## src/rtl/pe_pkg.sv

```systemverilog
// Shared types and default sizing for the PE operand feeder.
package pe_pkg;

   typedef enum logic [1:0] {
      ST_IDLE  = 2'd0,
      ST_RUN   = 2'd1,
      ST_DRAIN = 2'd2,
      ST_DONE  = 2'd3
   } feeder_state_t;

   localparam int PE_DATA_WIDTH = 8;
   localparam int PE_NUM        = 4;

endpackage

```

## src/rtl/pe_skid_fifo.sv

```systemverilog
// Two-entry FIFO that absorbs buffer read latency against PE-array backpressure.
module pe_skid_fifo #(
   parameter int WIDTH = 65
) (
   input  logic             clk,
   input  logic             rst,
   input  logic             push,
   input  logic [WIDTH-1:0] din,
   input  logic             pop,
   output logic [WIDTH-1:0] dout,
   output logic [1:0]       occupancy
);

   logic [1:0][WIDTH-1:0] mem;
   logic                  wr_ptr;
   logic                  rd_ptr;

   always_ff @(posedge clk or posedge rst) begin
      if (rst) begin
         mem       <= '0;
         wr_ptr    <= 1'b0;
         rd_ptr    <= 1'b0;
         occupancy <= 2'd0;
      end else begin
         if (push) begin
            mem[wr_ptr] <= din;
            wr_ptr      <= ~wr_ptr;
         end
         if (pop)
            rd_ptr <= ~rd_ptr;
         case ({push, pop})
            2'b10:   occupancy <= occupancy + 2'd1;
            2'b01:   occupancy <= occupancy - 2'd1;
            default: occupancy <= occupancy;
         endcase
      end
   end

   assign dout = mem[rd_ptr];

endmodule

```

## src/rtl/pe_operand_feeder.sv

```systemverilog
// Reads paired weight/activation vectors from the operand buffers and streams
// them to the PE array as valid/ready beats, in address order.
module pe_operand_feeder
   import pe_pkg::*;
#(
   parameter int DATA_WIDTH = PE_DATA_WIDTH,
   parameter int NUM_PE     = PE_NUM,
   parameter int ADDR_WIDTH = 10,
   parameter int LEN_WIDTH  = 10
) (
   input  logic                         clk,
   input  logic                         rst,
   input  logic                         start,
   input  logic [ADDR_WIDTH-1:0]        w_base,
   input  logic [ADDR_WIDTH-1:0]        x_base,
   input  logic [LEN_WIDTH-1:0]         len,
   output logic                         w_rd_en,
   output logic [ADDR_WIDTH-1:0]        w_rd_addr,
   input  logic [NUM_PE*DATA_WIDTH-1:0] w_rd_data,
   output logic                         x_rd_en,
   output logic [ADDR_WIDTH-1:0]        x_rd_addr,
   input  logic [NUM_PE*DATA_WIDTH-1:0] x_rd_data,
   output logic [NUM_PE*DATA_WIDTH-1:0] w_out,
   output logic [NUM_PE*DATA_WIDTH-1:0] x_out,
   output logic                         out_valid,
   input  logic                         out_ready,
   output logic                         out_last,
   output logic                         busy,
   output logic                         done
);

   localparam int BW = NUM_PE*DATA_WIDTH;
   localparam int FW = 2*BW + 1;
   localparam logic [LEN_WIDTH-1:0]  LEN_ONE  = 1;
   localparam logic [ADDR_WIDTH-1:0] ADDR_ONE = 1;

   feeder_state_t          state_q, state_d;
   logic [ADDR_WIDTH-1:0]  w_addr_q, x_addr_q;
   logic [LEN_WIDTH-1:0]   len_q, issue_cnt_q;
   logic                   rd_vld_q, rd_last_q;
   logic [1:0]             occ;
   logic [2:0]             credit_sum;
   logic                   pop, issue, last_issue, head_last;
   logic [FW-1:0]          fifo_dout;

   assign pop        = out_valid && out_ready;
   // Entries already committed (queued + in flight) after this cycle's pop.
   assign credit_sum = {1'b0, occ} + {2'b0, rd_vld_q} - {2'b0, pop};
   assign issue      = (state_q == ST_RUN) && (credit_sum < 3'd2);
   assign last_issue = (issue_cnt_q == len_q - LEN_ONE);

   always_ff @(posedge clk or posedge rst) begin
      if (rst) state_q <= ST_IDLE;
      else     state_q <= state_d;
   end

   always_comb begin
      state_d = state_q;
      case (state_q)
         ST_IDLE:  if (start) state_d = (len == '0) ? ST_DONE : ST_RUN;
         ST_RUN:   if (issue && last_issue) state_d = ST_DRAIN;
         ST_DRAIN: if (pop && out_last) state_d = ST_DONE;
         ST_DONE:  state_d = ST_IDLE;
         default:  state_d = ST_IDLE;
      endcase
   end

   always_comb begin
      busy    = (state_q != ST_IDLE);
      done    = (state_q == ST_DONE);
      w_rd_en = issue;
      x_rd_en = issue;
   end

   always_ff @(posedge clk or posedge rst) begin
      if (rst) begin
         w_addr_q    <= '0;
         x_addr_q    <= '0;
         len_q       <= '0;
         issue_cnt_q <= '0;
         rd_vld_q    <= 1'b0;
         rd_last_q   <= 1'b0;
      end else begin
         if (state_q == ST_IDLE && start) begin
            w_addr_q    <= w_base;
            x_addr_q    <= x_base;
            len_q       <= len;
            issue_cnt_q <= '0;
         end else if (issue) begin
            w_addr_q    <= w_addr_q + ADDR_ONE;
            x_addr_q    <= x_addr_q + ADDR_ONE;
            issue_cnt_q <= issue_cnt_q + LEN_ONE;
         end
         // The last flag travels with the read so it lands on the right beat.
         rd_vld_q  <= issue;
         rd_last_q <= issue && last_issue;
      end
   end

   assign w_rd_addr = w_addr_q;
   assign x_rd_addr = x_addr_q;

   pe_skid_fifo #(.WIDTH(FW)) u_fifo (
      .clk       (clk),
      .rst       (rst),
      .push      (rd_vld_q),
      .din       ({rd_last_q, x_rd_data, w_rd_data}),
      .pop       (pop),
      .dout      (fifo_dout),
      .occupancy (occ)
   );

   assign {head_last, x_out, w_out} = fifo_dout;
   assign out_valid = (occ != 2'd0);
   assign out_last  = out_valid && head_last;

endmodule

```

## config.mk

```make
export PLATFORM = sky130hd
export DESIGN_NAME = pe_operand_feeder
export DESIGN_NICKNAME = d
export VERILOG_FILES = /design/src/rtl/pe_pkg.sv /design/src/rtl/pe_skid_fifo.sv /design/src/rtl/pe_operand_feeder.sv
export SDC_FILE = /design/constraint.sdc
export NUM_CORES = 1
export LEC_CHECK = 0
export BUFFER_PORTS_ARGS = -buffer_cell sky130_fd_sc_hd__buf_2
export CAP_MARGIN = 20
export CORE_ASPECT_RATIO = 0.8
export CORE_UTILIZATION = 35
export CTS_CLUSTER_DIAMETER = 80
export CTS_CLUSTER_SIZE = 16
export DETAILED_ROUTE_END_ITERATION = 6
export HOLD_SLACK_MARGIN = 0.12
export MAX_ROUTING_LAYER = met4
export PLACE_DENSITY = 0.52
export SKIP_CTS_REPAIR_TIMING = 1
export SLEW_MARGIN = 10
export SYNTH_ARGS = -nofsm -noshare
export SYNTH_HDL_FRONTEND = slang
export SYNTH_SLANG_ARGS = --single-unit
```

## constraint.sdc

```tcl
create_clock -name clk -period 11.91 [get_ports clk]
set_clock_uncertainty 0.1 [all_clocks]
set_input_delay 0 -clock clk [delete_from_list [all_inputs] [get_ports clk]]
set_output_delay 0 -clock clk [all_outputs]
set_load 0.05 [all_outputs]
```

==> results of run 1 <==
## power groups by stage
stage,combinational [mW],sequential [mW],clock [mW]
after floorplan,1.40,1.13,0
after global placement,1.80,1.07,0
after detailed placement,1.81,1.07,0
after CTS,1.81,1.06,0.572
after global routing,1.96,1.11,0.594
final,1.83,1.07,0.551
## placed cells by master (no fill, tap or decap), types with 5 or more instances in the layout
| cell type | netlist | layout |
|---|---|---|
| ha_1 | 11 | 11 |
| inv_6 | 0 | 6 |
| a21oi_1 | 6 | 6 |
| buf_2 | 1 | 187 |
| nand3_1 | 9 | 9 |
| clkbuf_16 | 0 | 17 |
| mux2_2 | 194 | 194 |
| dlygate4sd3_1 | 0 | 104 |
| xor2_1 | 25 | 25 |
| nand2_1 | 53 | 52 |
| inv_1 | 12 | 11 |
| and3_1 | 8 | 8 |
| nand4_1 | 11 | 11 |
| nor2_1 | 21 | 20 |
| buf_4 | 1 | 5 |
| dfrtp_1 | 178 | 177 |
| xnor2_1 | 17 | 17 |
| o21ai_0 | 30 | 30 |
## worst paths after layout
path / to / slack, ns / cells after the start
setup / recovery: issue_cnt_q[5] / 8.67 / 11
hold / removal: w_rd_addr[5] / 0.21 / 4
setup reg to reg: issue_cnt_q[5] / 8.67 / 11
hold reg to reg: u_fifo.mem[122] / 0.40 / 1
max in group asynchronous: u_fifo.rd_ptr / 9.75 / 5
min in group asynchronous: u_fifo.mem[37] / 0.63 / 4
## cells by family after synthesis
group                      Yosys count  synth area share, %
buffers and inverters               46                 2.14
xor gates and xnor gates            42                 4.43
AOI/OAI and AO/OA                   48                 3.36
muxes                              198                 26.8
adders and majority gates           12                 1.90
DFF                                178                 53.7
and+or+nand+nor                    128                 7.69
## layout make-up
class                           instances  area [um^2]  share of cell area (%)
Clock buffer                           18          439                    3.93
Timing Repair Buffer                  296         2010                    18.0
Multi-Input combinational cell        428         3690                    33.0
Clock inverter                         14          139                    1.24
Inverter                               12         50.0                   0.448
Sequential cell                       178         4460                    39.9
Tap cell                              312          390                    3.49
## flip-flops by register name (all words and copies together), names as in the netlist
name and flops:
u_fifo.mem 130, issue_cnt_q 10, len_q 10, w_rd_addr 10, x_rd_addr 10, state_q 2
u_fifo.occupancy 2, rd_last_q 1, rd_vld_q 1, u_fifo.rd_ptr 1, u_fifo.wr_ptr 1
## worst max-delay path, stage by stage (launching register included)
cell and delay [ns]:
dfrtp_1 0.44, nor2_1 0.23, nor2_1 0.13, ha_1 0.28
nand2b_1 0.15, fa_1 0.39, xnor2_1 0.18, nor2b_2 0.16
buf_4 0.28, nand4_1 0.27, or3_1 0.41, a21oi_1 0.14
## metrics by stage
step	hold slack, ns	instance area [um^2]	total power [mW]	cells
2_1_floorplan	0.00544	8300	2.53	652
3_3_place_gp	-0.0772	9560	2.87	1122
3_5_place_dp	-0.0788	9560	2.88	1122
4_1_cts	-0.538	10100	3.45	1154
5_1_grt	0.209	11200	3.66	1258
6_report	0.210	11200	3.45	1258
## per-layer routing
layer	routed length [um]	vias to the layer above
li1	-	2867
met1	9500	2912
met2	8880	130
met3	688	24
met4	313	0
met5	0	-
==> out/summary.txt, run 1 <==
Number of synthesized flops with an enable pin = 0
Met2 usage = 23.1%
Post-synth top flop = dfrtp_1
Final hold viol count = 0
Overall routing resource usage = 16.1%
Setup-failing EPs final = 0
CTS tree = yes
Gr busiest metal = met2
Share of cells above drive strength 1 = 45.5%
FF+latch count, synth = 178
Largest net degree at the start of global routing = 75
Arr. time, crit path = 3.47 ns
Met3 Use GR = 3.52%
Die footprint = 24300 um^2
Final max-slew violation count = 0
Cells after Synth = 652
Post-detail-place hpwl = 12000 um
Filler instances = 2120
Net Sw Frac = 46.6%
Starting Density = 35.6%
Power share of the clock group = 16.0%
H-tree level count = 4
Outcome = finished, final reports clean
Clk slew on worst S/H paths = 0.08 ns
Most instantiated cells after synthesis = mux2_2, dfrtp_1, nand2_1, o21ai_0, clkbuf_1
Seq pwr share = 30.9%
Measured slew at the worst slew-check pin = 1.07 ns
# IOs = 188
Dpl ws = 8.64 ns
Reg2reg start = u_fifo.occupancy[1]
CTS root buf = clkbuf_16
Critical path origin = u_fifo.occupancy[1]
Period utilization = 27.2%
Per-cell routed wire length = 15.4 um
Cell area after synthesis = 8300 um^2
Required @ worst endpoint = 12.14 ns
# clock sinks = 178
Synth warnings = 0
Final core occ = 47.9%
Synth unique cells = 43
CTS Buf Count = 17
Vias per cell = 4.72
Slew HR = 28.4%
Vias = 5933
Initial drt markers = 170
Vias in the first global route = 5644
FFs w/ async S/R, synth = 100%
Max-capacitance violation count = 0
Die W = 174 um
Avg Cell Area, Syn = 12.7 um^2
Largest fanout on the critical path = 24
Peak VDD IR = 0.143 mV
Min Tclk post-route = 3.24 ns
Startpoint class of the critical path = register
Ant diodes = 0
Clock Latency Late Sink = 0.42 ns
Drt drc = 0
Final worst slack = 8.67 ns
GPL Wtd Cong = 0.782
Remaining global-route overflow = 0
CORE AREA = 23300 um^2
Min-delay worst type = in -> reg
Sequential area share after synthesis = 53.7%
Row Count = 50
Comb pwr share = 53.1%
Worst setup EP type = register
Initial DRT Pass Iterations = 4
Switch Pwr = 1.61 mW
LEAKAGE = 5.09 nW
Longest Clk Path Bufs = 2
Port Buffers = 187
PwrDens = 309 nW/um^2
Total Neg Setup Slack = 0 ns
Layout area overhead = 34.6%
Initial antenna violation count = 0
Synth area leaders = dfrtp_1, mux2_2, xor2_1
Remaining antenna violation count after routing = 0
First-pass GRT wire length = 30100 um
CP Class = reg -> reg
Nets = 1043
Routed wire length = 19400 um
GR Util met1 = 22.6%
RSZ-0062 raised after global routing = no
Largest area contributor in the netlist = dfrtp_1
Syn_nets = 762
P_int = 1.84 mW
Post-synth top area share = 53.7%
Count leader, synth = mux2_2
FMAX = 0.309 GHz
Die Y = 140 um
Worst Hold Launch = w_base[5]
Power figures use the tool's default switching activity.
==> inputs of run 2 (changes only) <==
==> constraint.sdc (replaced) <==
create_clock -name clk -period 3.1 [get_ports clk]
set_clock_uncertainty 0.1 [all_clocks]
set_input_delay 0 -clock clk [delete_from_list [all_inputs] [get_ports clk]]
set_output_delay 0 -clock clk [all_outputs]
set_load 0.05 [all_outputs]
==> run 2 against run 1 <==
Final cell count increased by 1.3%. Core utilization increased by 0.91 points. Global-route usage increased by 0.38 points. Non-clock buffer count increased by 16. Clock power increased to 4.0 times the previous value. Via count increased by 1.6%. First-iteration DRC count increased by 24%. Routed wire length increased by 2.1%. Count of clock-buffer cells in the layout unchanged. Die area unchanged. Cell area increased by 1.9%. Sequential power increased to 3.8 times the previous value.
==> out/summary.txt, run 2 (synthesis results as in run 1) <==
Clock Latency Late Sink = 0.42 ns
Post-Layout Inst Area = 11400 um^2
Vias = 6025
Net Sw Frac = 46.4%
GPL Wtd Cong = 0.808
CP Cell Sequence = nor2_4, nor2_2, ha_1, nand2b_4, fa_1, xnor2_1, nor2b_2, buf_4, buf_2
CTS tree = yes
Routed wire length = 19800 um
Die footprint = 24300 um^2
Layout area overhead = 37.2%
Min-delay worst type = in -> reg
Comb pwr share = 53.5%
Total Neg Setup Slack = 0 ns
H-tree level count = 4
Most flop-heavy register = u_fifo.mem
Port Buffers = 187
Row Count = 50
Design Power = 13.5 mW
P_int = 7.23 mW
Worst path slowest cell = dfrtp_1
Slew HR = 35.7%
Ant diodes = 0
Starting Density = 35.6%
Placed instance area = 9700 um^2
Largest fanout on the critical path = 11
Final hold viol count = 0
Initial antenna violation count = 0
Required @ worst endpoint = 3.00 ns
Largest register FFs = 130
Share of cells above drive strength 1 = 46.8%
Post-detail-place hpwl = 12900 um
Vias per cell = 4.73
CP delay by family, top = simple AND/OR/NAND/NOR gates
Remaining global-route overflow = 0
Max-capacitance violation count = 0
Remaining antenna violation count after routing = 0
CORE AREA = 23300 um^2
First-pass GRT wire length = 30700 um
Crit-path max cell delay = 0.41 ns
Outcome = finished, final reports clean
Measured slew at the worst slew-check pin = 0.965 ns
Setup-failing EPs final = 0
CTS root buf = clkbuf_16
Most frequent cells in the layout = mux2_2, buf_2, dfrtp_1
Final max-slew violation count = 0
Min Hold Slack = 0.208 ns
Leading cell type in the layout, fill and taps excluded = mux2_2
# clock sinks = 178
# IOs = 188
Overall routing resource usage = 16.5%
CTS Buf Count = 17
Clk slew on worst S/H paths = 0.08 ns
PwrDens = 1180 nW/um^2
Drt drc = 0
Arr. time, crit path = 2.86 ns
FMAX = 0.338 GHz
Die W = 174 um
Worst setup EP type = output port
Period utilization = 95.3%
Min Tclk post-route = 2.96 ns
Switch Pwr = 6.25 mW
CP Class = reg -> out
Power share of the clock group = 16.2%
Longest Clk Path Bufs = 2
Seq pwr share = 30.3%
Nets = 1059
RSZ-0062 raised after global routing = yes
Startpoint class of the critical path = register
Buffers plus inverters on the worst setup path = 2
Largest net degree at the start of global routing = 66
Per-cell routed wire length = 15.5 um
LEAKAGE = 5.19 nW
Die Y = 140 um
Vias in the first global route = 5711
Peak VDD IR = 0.986 mV
Initial drt markers = 210
Initial DRT Pass Iterations = 4
-- run 2: cell type report --
type,instances,area (um^2)
fill,2108,11900
sequential,178,4460
multi-input combinational,428,3710
timing repair buffer,312,2180
clock buffer,18,429
tap,312,390
clock inverter,14,165
inverter,12,48.8
-- run 2: worst paths after layout --
check / from / end / slack, ns / cells after the start
worst min register to register: u_fifo.mem[65] / u_fifo.mem[65] / 0.40 / 1
worst max-delay path: u_fifo.occupancy[1] / w_rd_en / 0.14 / 9
worst max register to register: u_fifo.occupancy[1] / state_q[0] / 0.19 / 11
min in group asynchronous: rst / u_fifo.mem[27] / 0.53 / 4
max in group asynchronous: rst / u_fifo.rd_ptr / 1.61 / 6
worst min-delay path: x_base[6] / x_rd_addr[6] / 0.21 / 4
-- run 2: metal layers --
layer | part of all wire (%) | vias to the layer above | GRT usage (%)
li1 | - | 2900 | -
met1 | 49 | 2997 | 23.4
met2 | 46 | 111 | 23.9
met3 | 3.4 | 17 | 3.20
met4 | 1.1 | 0 | 4.52
met5 | 0 | - | -
-- run 2: metrics by stage --
stage	setup slack, ns	cells	util [%]
finish	0.145	1274	48.8
global route	-0.0197	1274	48.8
CTS	0.0222	1168	44.1
detailed placement	0.0743	1136	41.6
global placement	0.127	1136	41.6
floorplan	0.0796	652	-
-- run 2: worst reg2reg max path: cells and delay by family, from the launching register on --
kind,cells,cell delay [ns]
adder cells (fa/ha/maj),2,0.74
AND/OR/NAND/NOR,7,1.22
AO/OA/AOI/OAI,2,0.36
flip-flops,1,0.41
-- run 2: power groups by stage --
stage          Sequential [mW]  Clock [mW]  Combinational (mW)
6_report                  4.08        2.18                7.21
5_1_grt                   4.24        2.35                7.67
4_1_cts                   4.08        2.27                7.08
3_5_place_dp              4.11           0                7.05
3_3_place_gp              4.11           0                7.01
2_1_floorplan             4.34           0                5.37
